==> src/rtl/frontend_types.sv <==
// rtl/frontend_types.sv - shared frontend types and instruction line geometry
//
// Purpose: FSM state enum for the imem responder plus the line geometry
//          constants shared by the responder and its line buffer.
// Ports:   none (package)
package frontend_types;

  typedef enum logic [2:0] {
    ST_IDLE      = 3'd0,
    ST_HIT_RESP  = 3'd1,
    ST_MISS_REQ  = 3'd2,
    ST_MISS_FILL = 3'd3,
    ST_FILL_RESP = 3'd4
  } imem_resp_state_t;

  localparam int LINE_BYTES    = 32;
  localparam int LINE_OFFSET_W = 5;
  localparam int WORD_SEL_W    = 3;
  localparam int TAG_W         = 32 - LINE_OFFSET_W;

endpackage

==> src/rtl/imem_line_buffer.sv <==
// rtl/imem_line_buffer.sv - single-line instruction buffer with tag compare
//
// Purpose: holds one line (valid, tag, data). Refill beats are written by
//          index; the line only becomes valid once the final beat lands.
// Ports:
//   i_clk, i_rst_n   clock, async active-low reset (clears valid/tag)
//   i_invalidate     drop the line (takes priority over i_fill_done)
//   i_beat_we        write i_beat_data into beat slot i_beat_idx
//   i_fill_done      mark the line valid with tag i_fill_tag
//   i_lookup_tag     tag to compare, o_hit = valid && match
//   i_word_sel       32-bit word index within the line, result on o_word
module imem_line_buffer
  import frontend_types::*;
#(
  parameter int BURST_LEN = 4,
  parameter int DATA_W    = 64,
  parameter int CNT_W     = 2
) (
  input  logic                  i_clk,
  input  logic                  i_rst_n,
  input  logic                  i_invalidate,
  input  logic                  i_beat_we,
  input  logic [CNT_W-1:0]      i_beat_idx,
  input  logic [DATA_W-1:0]     i_beat_data,
  input  logic                  i_fill_done,
  input  logic [TAG_W-1:0]      i_fill_tag,
  input  logic [TAG_W-1:0]      i_lookup_tag,
  input  logic [WORD_SEL_W-1:0] i_word_sel,
  output logic                  o_hit,
  output logic [31:0]           o_word
);

  localparam int LINE_W = LINE_BYTES * 8;
  localparam int NWORDS = LINE_BYTES / 4;

  logic             r_valid;
  logic [TAG_W-1:0] r_tag;
  logic [LINE_W-1:0] r_data;

  always_ff @(posedge i_clk or negedge i_rst_n) begin
    if (!i_rst_n) begin
      r_valid <= 1'b0;
      r_tag   <= '0;
    end else if (i_invalidate) begin
      r_valid <= 1'b0;
    end else if (i_fill_done) begin
      r_valid <= 1'b1;
      r_tag   <= i_fill_tag;
    end
  end

  // Data needs no reset: it is unreachable until r_valid is set by a full fill.
  always_ff @(posedge i_clk) begin
    if (i_beat_we) begin
      for (int b = 0; b < BURST_LEN; b++) begin
        if (i_beat_idx == CNT_W'(b)) begin
          r_data[b*DATA_W +: DATA_W] <= i_beat_data;
        end
      end
    end
  end

  assign o_hit = r_valid && (r_tag == i_lookup_tag);

  always_comb begin
    o_word = '0;
    for (int i = 0; i < NWORDS; i++) begin
      if (i_word_sel == WORD_SEL_W'(i)) begin
        o_word = r_data[i*32 +: 32];
      end
    end
  end

endmodule

==> src/rtl/imem_line_responder.sv <==
// rtl/imem_line_responder.sv - instruction-fetch responder backed by a one-line buffer
//
// Purpose: answers imem fetches from a single buffered line; hits respond the
//          cycle after acceptance, misses run a burst refill first. A flush
//          suppresses the response of the request in flight.
// Ports:
//   i_clk, i_rst_n                 clock, async active-low reset
//   i_imem_addr, i_imem_rmask      fetch request (rmask != 0 means request)
//   i_flush                        frontend redirect
//   o_imem_rdata, o_imem_resp      one-cycle response pulse and its word
//   o_bmem_addr, o_bmem_read       line-aligned refill request
//   i_bmem_ready                   refill request accepted
//   i_bmem_rvalid, i_bmem_rdata    refill beats, ascending from the line base
module imem_line_responder
  import frontend_types::*;
#(
  parameter int BURST_LEN = 4,
  parameter int DATA_W    = 64
) (
  input  logic              i_clk,
  input  logic              i_rst_n,
  input  logic [31:0]       i_imem_addr,
  input  logic [3:0]        i_imem_rmask,
  input  logic              i_flush,
  output logic [31:0]       o_imem_rdata,
  output logic              o_imem_resp,
  output logic [31:0]       o_bmem_addr,
  output logic              o_bmem_read,
  input  logic              i_bmem_ready,
  input  logic              i_bmem_rvalid,
  input  logic [DATA_W-1:0] i_bmem_rdata
);

  localparam int CNT_W = (BURST_LEN > 1) ? $clog2(BURST_LEN) : 1;
  localparam logic [CNT_W-1:0] LAST_BEAT = CNT_W'(BURST_LEN - 1);

  imem_resp_state_t r_state;
  imem_resp_state_t w_state_next;
  logic [31:2]      r_req_addr;
  logic             r_squash;
  logic [CNT_W-1:0] r_cnt;

  logic        w_accept;
  logic        w_hit;
  logic        w_beat;
  logic        w_last_beat;
  logic [31:0] w_word;
  logic        w_unused_addr_lsbs;

  // Byte offset within the word is irrelevant to instruction fetch.
  assign w_unused_addr_lsbs = ^i_imem_addr[1:0];

  assign w_accept    = (r_state == ST_IDLE) && (i_imem_rmask != 4'b0) &&
                       !o_imem_resp && !i_flush;
  assign w_beat      = (r_state == ST_MISS_FILL) && i_bmem_rvalid;
  assign w_last_beat = w_beat && (r_cnt == LAST_BEAT);

  // Lookup uses the live address so the hit decision is made in the accept cycle;
  // the word select uses the latched address because the response comes a cycle later.
  imem_line_buffer #(
    .BURST_LEN (BURST_LEN),
    .DATA_W    (DATA_W),
    .CNT_W     (CNT_W)
  ) u_line_buffer (
    .i_clk        (i_clk),
    .i_rst_n      (i_rst_n),
    .i_invalidate (w_accept && !w_hit),
    .i_beat_we    (w_beat),
    .i_beat_idx   (r_cnt),
    .i_beat_data  (i_bmem_rdata),
    .i_fill_done  (w_last_beat),
    .i_fill_tag   (r_req_addr[31:LINE_OFFSET_W]),
    .i_lookup_tag (i_imem_addr[31:LINE_OFFSET_W]),
    .i_word_sel   (r_req_addr[LINE_OFFSET_W-1:2]),
    .o_hit        (w_hit),
    .o_word       (w_word)
  );

  always_ff @(posedge i_clk or negedge i_rst_n) begin
    if (!i_rst_n) begin
      r_state <= ST_IDLE;
    end else begin
      r_state <= w_state_next;
    end
  end

  always_ff @(posedge i_clk or negedge i_rst_n) begin
    if (!i_rst_n) begin
      r_req_addr <= '0;
      r_squash   <= 1'b0;
      r_cnt      <= '0;
    end else begin
      if (w_accept) begin
        r_req_addr <= i_imem_addr[31:2];
      end
      // The refill cannot be cancelled, so a flush only marks its response stale.
      if (r_state == ST_IDLE) begin
        r_squash <= 1'b0;
      end else if (i_flush && ((r_state == ST_MISS_REQ) || (r_state == ST_MISS_FILL))) begin
        r_squash <= 1'b1;
      end
      if ((r_state == ST_MISS_REQ) && i_bmem_ready) begin
        r_cnt <= '0;
      end else if (w_beat) begin
        r_cnt <= r_cnt + 1'b1;
      end
    end
  end

  always_comb begin
    w_state_next = r_state;
    case (r_state)
      ST_IDLE: begin
        if (w_accept) begin
          w_state_next = w_hit ? ST_HIT_RESP : ST_MISS_REQ;
        end
      end
      ST_HIT_RESP:  w_state_next = ST_IDLE;
      ST_MISS_REQ: begin
        if (i_bmem_ready) begin
          w_state_next = ST_MISS_FILL;
        end
      end
      ST_MISS_FILL: begin
        if (w_last_beat) begin
          w_state_next = ST_FILL_RESP;
        end
      end
      ST_FILL_RESP: w_state_next = ST_IDLE;
      default:      w_state_next = ST_IDLE;
    endcase
  end

  always_comb begin
    o_imem_resp = 1'b0;
    o_bmem_read = 1'b0;
    o_bmem_addr = '0;
    case (r_state)
      ST_HIT_RESP:  o_imem_resp = !i_flush;
      ST_FILL_RESP: o_imem_resp = !i_flush && !r_squash;
      ST_MISS_REQ: begin
        o_bmem_read = 1'b1;
        o_bmem_addr = {r_req_addr[31:LINE_OFFSET_W], {LINE_OFFSET_W{1'b0}}};
      end
      default: ;
    endcase
  end

  assign o_imem_rdata = o_imem_resp ? w_word : '0;

endmodule

==> config.mk <==
export PLATFORM = sky130hd
export DESIGN_NAME = imem_line_responder
export DESIGN_NICKNAME = d
export VERILOG_FILES = /design/src/rtl/frontend_types.sv /design/src/rtl/imem_line_buffer.sv /design/src/rtl/imem_line_responder.sv
export SDC_FILE = /design/constraint.sdc
export NUM_CORES = 1
export LEC_CHECK = 0
export BUFFER_PORTS_ARGS = -buffer_cell sky130_fd_sc_hd__buf_4
export CORE_MARGIN = 1
export CORE_UTILIZATION = 52
export DETAILED_ROUTE_END_ITERATION = 6
export HOLD_SLACK_MARGIN = 0.1
export PLACE_DENSITY_LB_ADDON = 0.05
export SKIP_LAST_GASP = 1
export SLEW_MARGIN = 40
export SYNTH_ARGS = -nofsm -noshare
export SYNTH_HDL_FRONTEND = slang
export SYNTH_HIERARCHICAL = 1
export SYNTH_SLANG_ARGS = --single-unit
==> constraint.sdc <==
create_clock -name i_clk -period 5.7 [get_ports i_clk]
set_input_delay 1.14 -clock i_clk [delete_from_list [all_inputs] [get_ports i_clk]]
set_output_delay 1.14 -clock i_clk [all_outputs]
set_load 0.03 [all_outputs]
==> impl_results.md <==
* Outcome: completed
* Number of synthesized register bits at 320
* Crit-path leading delay family: flip-flops
* PostCTS Resize Cnt at 0
* Register-to-Register Path Depth at 8
* Most frequent cells in the layout: 256 x edfxtp_1, 173 x buf_4, 61 x and2_1, 61 x dfrtp_1, 42 x o21ai_0
* Most common cell after layout, fill and taps aside: edfxtp_1
* Syn avg cell area at 15.4 um2
* WL/cell at 20.9 um
* Leak at 6.13 nW
* Tightest Pin Transition at 0.806 ns
* Crit end category: output pin
* Die W at 164 um
* # Post-CTS Setup Buffers at 0
* Crit. Startpoint: r_req_addr[3]
* CTS clk-pin slew, worst paths at 0.06 ns
* Clock buffer depth at 3
* Slew HR at 46.3%
* Fmax at 0.230 GHz
* Post-Layout Cell Count at 1,392
* Max Cap Viol at 0
* Setup ws final at 1.35 ns
* Tcrit/Tclk final at 76.4%
* Hold WC Path Type: reg -> reg
* RSZ-0062 raised after global routing: false
* Worst path depth at 6
* Initial antenna violation count at 2
* All-Layer GR Usage at 22.1%
* Row count at 58
* CTS Hold Bufs at 0
* Yosys warning total at 6
* WHS Path Cells at 1
* Drt first pass iters at 4
* Fill cells at 1,869
* Clock Sinks at 320
* Required @ worst endpoint at 4.56 ns
* Initial Util at 53.6%
* HP Start: r_req_addr[25]
* Placed cells at 1,332
* First-pass GRT wire length at 44,800 um
* Final Setup Violations at 0
* Port Buf Inserts at 163
* Slowest CP cell: dfrtp_4
* Die Height at 164 um
* H-tree levels at 2
* Setup CP Type: reg -> out
* Largest net degree at the start of global routing at 76
* CTS tree: built
* Aggregate routed wire length at 29,000 um
* Design Area, Final at 0.0162 mm2
* Most used DFF post-synth: edfxtp_1
* Cell Chain, Critical Path: inv_2 > nor2_1 > a221o_1 > a21o_1 > and2_1 > buf_4
* Post-DP Area at 0.0151 mm2
* DRT iter0 DRCs at 540
* Pwr Density at 494 mW/mm2
* N_diodes at 0
* Register area share after synthesis at 68.0%
* Area grow syn2layout at 18.8%
* DRC viols at 0
* Hpwl dp at 16,500 um
* Pre-CTS setup slack at 1.66 ns
* Yosys cell types at 57
* Post-synth ARST share at 20.0%
* CTS Buf Count at 35
* Arrival time at the worst endpoint at 3.21 ns
* Worst-Skew Late Latency at 0.51 ns
* Final ANT Viol Nets at 0
* GPL Wtd Cong at 0.724
* Total negative slack at 0 ns
* Clock Skew at 0.0308 ns
* Post-synth EDFFs at 256
* Core Box Area at 0.0255 mm2
* Buffers and inverters on the worst path at 2
* Vias per cell at 5.70
* Total number of vias at 7,936
* Max VDD drop at 0.268 mV
* Crit path largest cell delay at 0.88 ns
* Nets at 1,147
* Synthesized instance count at 887
* Tmin final at 4.35 ns
* Final Max Slew Viols at 0
* Synthesized area at 0.0137 mm2
* Vias in the first global route at 7,935
* Reg-to-Reg Start: u_line_buffer/r_tag[21]
* Critical path fanouts, max at 57
* Layout cells sized above 1 at 29.5%
* Die area at 0.0269 mm2
* Total global routing overflow at 0
* CTS Root Cell: clkbuf_16
* Critical Path Source Type: flip-flop
* Hold Vio Cnt, Final at 0
* Io pins at 171
worst paths after layout:
kind / to / slack (ns)
worst max-delay path: o_imem_rdata[14] / 1.35
worst min-delay path: r_req_addr[25] / 0.51
worst max register to register: u_line_buffer/r_tag[23] / 2.54
worst min register to register: r_req_addr[25] / 0.51
max in group asynchronous: r_req_addr[3] / 4.59
min in group asynchronous: r_cnt[1] / 0.61
synth_stat cells (all sizes together), types with 5 or more instances:
cell    count  share of area, %
dfrtp      64                12
o311ai     18               1.2
o22ai      12              0.55
clkbuf     19              0.53
xnor2      28               1.8
and3b      37               2.4
a21oi      11              0.40
and2       61               2.8
nor2b      26               1.2
a211oi     25               1.4
nand2       9              0.25
a221o       5              0.37
mux2       63               6.1
o21ai      52               1.9
buf        48               2.6
a222oi      5              0.37
mux4        6              0.99
mux2i      10              0.73
or3        18              0.82
a22o       23               1.5
edfxtp    256                56
a21o        5              0.27
nor2       24              0.71
a21boi     18              0.99
nand4       7              0.32
cells by family after synthesis:
group | Yosys count | share of synthesized area [%]
muxes | 79 | 7.82
adders and majority gates | 1 | 0.0915
xor gates and xnor gates | 28 | 1.79
other | 1 | 0.0274
and+or+nand+nor | 201 | 9.43
AOI/OAI and AO/OA | 186 | 9.64
buffers and inverters | 71 | 3.22
DFF | 320 | 68.0
flip-flops by register name (all words and copies together), names as in the netlist:
signal,count
r_req_addr,30
u_line_buffer/r_tag,27
u_line_buffer/r_valid,1
u_line_buffer/r_data,256
r_cnt,2
r_squash,1
r_state,3
metal layers:
layer | wire (um) | GRT usage (%)
met1 | 12700 | 29.9
met2 | 14000 | 35.9
met3 | 1750 | 5.18
met4 | 505 | 6.10
met5 | 31 | 0
area by class of cell:
cell class	count	area (um2)	area share, %
Clock buffer	47	951	5.86
Clock inverter	11	134	0.825
Inverter	4	15.0	0.0925
Multi-Input combinational cell	500	4000	24.6
Sequential cell	320	9300	57.3
Tap cell	330	413	2.54
Timing Repair Buffer	180	1420	8.73
where the power goes:
part           leakage, nW  switching, W  internal, W
logic                 2.48       0.00139      0.00116
clock network        0.529      0.000858      0.00130
registers             3.12      0.000333      0.00296
total                 6.13       0.00258      0.00543
per-stage QoR:
step / total power [W] / util [%] / hold slack [ns]
floorplan: 0.00519 / - / 0.465
global placement: 0.00584 / 59.0 / 0.489
detailed placement: 0.00590 / 59.3 / 0.499
CTS: 0.00808 / 63.6 / 0.513
global route: 0.00844 / 63.7 / 0.541
finish: 0.00801 / 63.7 / 0.513
Note: power is estimated with default switching activity, not from simulation.
